[config.mk]
export PLATFORM = sky130hd
export DESIGN_NAME = mem_stage
export DESIGN_NICKNAME = d
export VERILOG_FILES = /design/src/rtl/mem_pkg.sv /design/src/rtl/mem_watchdog.sv /design/src/rtl/mem_stage.sv
export SDC_FILE = /design/constraint.sdc
export NUM_CORES = 1
export LEC_CHECK = 0
export BUFFER_PORTS_ARGS = -buffer_cell sky130_fd_sc_hd__buf_2
export CAP_MARGIN = 20
export CORE_AREA = 2 2 233 235
export DETAILED_ROUTE_END_ITERATION = 16
export DIE_AREA = 0 0 235 237
export PLACE_DENSITY_LB_ADDON = 0.3
export RECOVER_POWER = 50
export SYNTH_ARGS = -nofsm -noshare
export SYNTH_HDL_FRONTEND = slang
export SYNTH_SLANG_ARGS = --single-unit
[constraint.sdc]
create_clock -name clk -period 2.89 [get_ports clk]
set_clock_uncertainty 0.05 [all_clocks]
set_input_delay 0.1445 -clock clk [delete_from_list [all_inputs] [get_ports clk]]
set_output_delay 0.1445 -clock clk [all_outputs]
set_load 0.005 [all_outputs]
[src/rtl/mem_pkg.sv]
// Shared types for the LEGv8 memory stage: FSM encoding, pipeline register layouts, defaults.
package mem_pkg;

  localparam int DATA_W          = 64;
  localparam int DEFAULT_TIMEOUT = 255;

  typedef enum logic [0:0] {
    IDLE = 1'b0,
    WAIT = 1'b1
  } mem_state_t;

  typedef struct packed {
    logic              valid;
    logic              mem_read;
    logic              mem_write;
    logic              branch;
    logic              reg_write;
    logic              memto_reg;
    logic              zero;
    logic [DATA_W-1:0] alu_result;
    logic [DATA_W-1:0] write_data;
    logic [DATA_W-1:0] pc_branch;
    logic [4:0]        write_reg;
  } exmem_t;

  typedef struct packed {
    logic              valid;
    logic              reg_write;
    logic              memto_reg;
    logic [DATA_W-1:0] alu_result;
    logic [DATA_W-1:0] read_data;
    logic [4:0]        write_reg;
  } memwb_t;

  function automatic logic is_mem_op(input logic valid, input logic rd, input logic wr);
    return valid & (rd | wr);
  endfunction

endpackage

[src/rtl/mem_watchdog.sv]
// Counts cycles spent waiting for a memory ack; flags expiry once TIMEOUT cycles pass unanswered.
module mem_watchdog
  import mem_pkg::*;
#(
  parameter int TIMEOUT = DEFAULT_TIMEOUT
) (
  input  logic clk,
  input  logic reset,
  input  logic start,
  input  logic busy,
  input  logic ack,
  output logic expired
);

  localparam int CW = $clog2(TIMEOUT + 1);

  logic [CW-1:0] count;

  assign expired = busy & ~ack & (count == CW'(TIMEOUT));

  // NOTE: sequential state is updated with <= so every flop samples pre-edge values.
  always_ff @(posedge clk) begin
    if (reset) begin
      count <= '0;
    end else if (start) begin
      count <= '0;
    end else if (busy & ~ack & ~expired) begin
      count <= count + CW'(1);
    end
  end

endmodule

[src/rtl/mem_stage.sv]
// LEGv8 memory stage: EX/MEM register, branch resolve, req/ack data-memory access, MEM/WB register.
// Optional ack watchdog and sticky mem_err are compiled in with MEM_STAGE_TIMEOUT_EN.
module mem_stage
  import mem_pkg::*;
#(
  parameter int N       = DATA_W,
  parameter int TIMEOUT = DEFAULT_TIMEOUT
) (
  input  logic         clk,
  input  logic         reset,
  input  logic         valid_E,
  input  logic         memRead_E,
  input  logic         memWrite_E,
  input  logic         branch_E,
  input  logic         regWrite_E,
  input  logic         memtoReg_E,
  input  logic [N-1:0] aluResult_E,
  input  logic [N-1:0] writeData_E,
  input  logic [N-1:0] PCBranch_E,
  input  logic         zero_E,
  input  logic [4:0]   writeReg_E,
  output logic         stall_M,
  output logic         PCSrc_M,
  output logic [N-1:0] PCBranch_M,
  output logic         mem_req,
  output logic         mem_we,
  output logic [N-1:0] mem_addr,
  output logic [N-1:0] mem_wdata,
  input  logic         mem_ack,
  input  logic [N-1:0] mem_rdata,
  output logic         wb_valid,
  output logic         wb_regWrite,
  output logic         wb_memtoReg,
  output logic [N-1:0] wb_aluResult,
  output logic [N-1:0] wb_readData,
  output logic [4:0]   wb_writeReg,
  output logic         mem_err
);

  mem_state_t state, state_d;
  exmem_t     ex_m, ex_d;
  memwb_t     wb_q;
  logic       op_e, capture, load_done, expired;

  assign op_e      = is_mem_op(valid_E, memRead_E, memWrite_E);
  // Ack is only meaningful while an access is outstanding; in IDLE it is ignored.
  assign stall_M   = (state == WAIT) & ~mem_ack & ~expired;
  assign capture   = ~stall_M;
  assign load_done = (state == WAIT) & mem_ack & ex_m.valid & ex_m.mem_read;

  // NOTE: every always_comb output gets a default first so no path leaves a latch behind.
  always_comb begin
    ex_d            = '0;
    ex_d.valid      = valid_E;
    ex_d.mem_read   = memRead_E;
    ex_d.mem_write  = memWrite_E;
    ex_d.branch     = branch_E;
    ex_d.reg_write  = regWrite_E;
    ex_d.memto_reg  = memtoReg_E;
    ex_d.zero       = zero_E;
    ex_d.alu_result = aluResult_E;
    ex_d.write_data = writeData_E;
    ex_d.pc_branch  = PCBranch_E;
    ex_d.write_reg  = writeReg_E;
  end

  // Whenever the stage advances, the new state is decided by what is being captured.
  always_comb begin
    state_d = state;
    if (capture) state_d = op_e ? WAIT : IDLE;
  end

  always_ff @(posedge clk) begin
    if (reset) begin
      state <= IDLE;
      ex_m  <= '0;
      wb_q  <= '0;
    end else begin
      state <= state_d;
      if (capture) begin
        ex_m           <= ex_d;
        wb_q.valid     <= ex_m.valid;
        wb_q.reg_write <= ex_m.reg_write & ~expired;
        wb_q.memto_reg <= ex_m.memto_reg;
        wb_q.alu_result <= ex_m.alu_result;
        wb_q.write_reg <= ex_m.write_reg;
        if (load_done) wb_q.read_data <= mem_rdata;
      end else begin
        wb_q.valid <= 1'b0;
      end
    end
  end

  assign PCSrc_M      = ex_m.valid & ex_m.branch & ex_m.zero;
  assign PCBranch_M   = ex_m.pc_branch;
  assign mem_req      = (state == WAIT);
  assign mem_we       = ex_m.mem_write;
  assign mem_addr     = ex_m.alu_result;
  assign mem_wdata    = ex_m.write_data;

  assign wb_valid     = wb_q.valid;
  assign wb_regWrite  = wb_q.reg_write;
  assign wb_memtoReg  = wb_q.memto_reg;
  assign wb_aluResult = wb_q.alu_result;
  assign wb_readData  = wb_q.read_data;
  assign wb_writeReg  = wb_q.write_reg;

`ifdef MEM_STAGE_TIMEOUT_EN
  logic err_q;

  mem_watchdog #(.TIMEOUT(TIMEOUT)) u_watchdog (
    .clk     (clk),
    .reset   (reset),
    .start   (capture & op_e),
    .busy    (state == WAIT),
    .ack     (mem_ack),
    .expired (expired)
  );

  always_ff @(posedge clk) begin
    if (reset)        err_q <= 1'b0;
    else if (expired) err_q <= 1'b1;
  end

  assign mem_err = err_q;
`else
  logic timeout_unused;
  assign timeout_unused = (TIMEOUT > 0);
  assign expired        = 1'b0;
  assign mem_err        = 1'b0;
`endif

endmodule

==> flow_summary_export.csv <==
group,metric,value,unit
status,outcome,"complete, no violations",
worst_setup_path,cp_top_family,"buffers and inverters",
grt,antenna_found_initial,4,
detailed_routing,wl_per_cell,14.1,µm
worst_setup_path,reg2reg_from,"mem_req",
worst_setup_path,crit_type,"reg2out",
grt,grt_pass1_wl,66.3,mm
grt,use_met2,25.3,%
hold_path,min_from,"reset",
worst_setup_path,r2r_slack,1.04,ns
clocking,cts.sinks,341,
timing,min_period,2.00,ns
hold_path,min_path_type,"in2reg",
die,coreArea,53300,µm²
worst_setup_path,r2r-end,"mem_wdata[56]",
grt,grt_max_degree,154,
yosys,synth.avg_cell_area,7.93,µm²
detailed_routing,ant_nets,0,
hold_path,hold_path_end,"wb_readData[26]",
worst_setup_path,path_buf_inv,2,
die,num_io_pins,604,
yosys,syn_inst,1672,
die,die_h,237,µm
place,placed_area,15300,µm²
yosys,async_flop_share,0,%
place,dp_cells,2688,
grt,gr-total-overflow,0,
clocking,cts_root_buffer,"clkbuf_16",
place,place.gp.congestion,0.802,
detailed_routing,drt-initial-drc-count,481,
hold_path,worstHoldPathCells,2,
detailed_routing,num_vias,12900,
clocking,cts_tree,"yes",
yosys,synth_edf_count,0,
power,power.density,590,nW/µm²
grt,grtUsageMet3,5.04,%
worst_setup_path,critical_path.max_fanout,64,
timing,tightest_slew,0.773,ns
clocking,clock_path_buffers,3,
worst_setup_path,cp_cell_sequence,"nand2b_1 -> inv_8 -> buf_2",
timing,max_freq,0.500,GHz
die,initial_core_util,24.9,%
yosys,synth_top_area_cell,"dfxtp_1",
timing,hold_viol,0,
yosys,synth_most_common_cell,"nand2_1",
yosys,synth_seq_cells,341,
finish,area_delta_synth_final,42.8,%
timing,relSlewSlack,48.5,%
yosys,yosys_warnings,0,
clocking,post_cts_resized,0,
die,dieWidth,235,µm
worst_setup_path,crit_arrival,1.81,ns
finish,layout.nets,2571,
finish,layout-drive-gt1-share,18.9,%
detailed_routing,drc,0,
worst_setup_path,crit_required,2.70,ns
timing,fin_crit_sh,69.2,%
yosys,syn_area,13300,µm²
power,irDropWorstVdd,0.384,mV
worst_setup_path,end_kind,"output port",
worst_setup_path,critPathSlowestCell,"inv_8",
place,hpwl,28.6,mm
worst_setup_path,r2r_cells,5,
finish,final_cells,3028,
power,power_leakage,8.03,nW
die,fp-row-count,85,
detailed_routing,routed_wl,42.7,mm
clocking,cts_buffers,38,
yosys,synth_top_cell_area_share,51.5,%
flow_run,maxCapViolCount,0,
timing,setup_viol,0,
clocking,clock_latency,0.54,ns
yosys,yosysSeqAreaShare,51.5,%
detailed_routing,drt-pass1-iter-count,4,
worst_setup_path,crit_start,"mem_req",
yosys,synth_cell_types,16,
clocking,cts.clk_slew.worst_paths,0.06,ns
grt,grt_pass1_vias,12700,
timing,rsz0062_at_grt,"no",
grt,busiest_layer,"met2",
yosys,synth.top_cells.by_count,"nand2_1, dfxtp_1, a21oi_1, buf_4, clkbuf_1",
timing,finalSetupTns,0,ns
worst_setup_path,worstSetupStartpointType,"flop",
grt,use_met1,15.9,%
place,port_buffers,602,
die,die_area,55700,µm²
timing,drv_slew,0,
worst_setup_path,cp_slowest_stage_delay,0.40,ns
yosys,synth_area_leaders,"dfxtp_1, nand2_1, a21oi_1, buf_4, buf_6",
grt,grt_usage,14.5,%
power,power.total,11.2,mW
detailed_routing,via_per_inst,4.25,
finish,final_area,18900,µm²
yosys,dominantRegCellSynth,"dfxtp_1",
clocking,htreeDepth,2,
yosys,syn_nets,1943,
-- kinds of logic (layout without fill, tap and decap cells) --
| group | Yosys count | count (layout) | synth area share (%) |
|---|---|---|---|
| AOI/OAI and AO/OA | 341 | 341 | 12.9 |
| buffers and inverters | 306 | 964 | 16.1 |
| DFF | 341 | 341 | 51.5 |
| other | 1 | 3 | 0.0283 |
| and+or+nand+nor | 683 | 683 | 19.5 |
-- how the worst max path moves through the flow --
stage,end,slack [ns],cells after the start
after detailed placement,wb_readData[54],1.12,4
after global placement,wb_readData[60],1.16,4
after floorplan,mem_addr[0],1.70,7
final,stall_M,0.89,3
after global routing,stall_M,0.79,3
after CTS,stall_M,1.00,3
-- power by group --
group | switching, mW | internal (mW) | total, mW
sequential | 0.133 | 4.94 | 5.07
clock | 1.93 | 2.95 | 4.89
combinational | 0.585 | 0.624 | 1.21
total | 2.65 | 8.51 | 11.2
-- sequential cells by signal (all words and copies together) (netlist names) --
signal and count:
wb_readData 64, ex_m 11, mem_addr 64, wb_regWrite 1, PCBranch_M 64, mem_wdata 64
mem_req 1, wb_valid 1, wb_aluResult 64, mem_we 1, wb_writeReg 5, wb_memtoReg 1
-- layout by cell type, fill, tap and decap left out, types with 8 or more instances in the layout --
| cell | n |
|---|---|
| nand2_1 | 678 |
| clkbuf_16 | 41 |
| buf_2 | 355 |
| buf_4 | 16 |
| clkinv_2 | 8 |
| dfxtp_1 | 341 |
| clkbuf_1 | 255 |
| dlygate4sd3_1 | 268 |
| a21oi_1 | 340 |
-- layer usage --
| layer | wire [µm] | vias to the layer above |
|---|---|---|
| met5 | 24 | - |
| met4 | 1600 | 4 |
| met3 | 3620 | 101 |
| met2 | 21000 | 496 |
| met1 | 16400 | 5875 |
| li1 | - | 6388 |
-- through the flow --
step                utilization, %  hold slack (ns)  worst slack [ns]
floorplan                        -            0.230              1.70
global placement              28.7            0.335              1.16
detailed placement            28.7            0.342              1.12
CTS                           36.1           0.0440              1.00
global route                  35.5           0.0680             0.791
finish                        35.5           0.0552             0.890
-- worst reg2reg max path, cell delays in order (launching register included) --
cell and delay, ns:
dfxtp_1 0.37, nand2b_1 0.25, inv_8 0.40, buf_12 0.35, nand2_1 0.21, a21oi_1 0.14
-- what timing repair did --
action / in CTS / in global routing
hold buffers: 268 / 0
setup buffers: 0 / 0
hold endpoints to repair: 269 / 0
-- area by class of cell --
cell class	instances	area (µm²)
fillers	5659	34300
clock buffers	59	1160
clock inverters	11	109
flip-flops and latches	341	6830
inverters	1	11.3
well taps	696	871
repair buffers	893	5660
multi-input cells	1025	4290
diodes	2	5.00
Note: power is estimated with default switching activity, not from simulation.
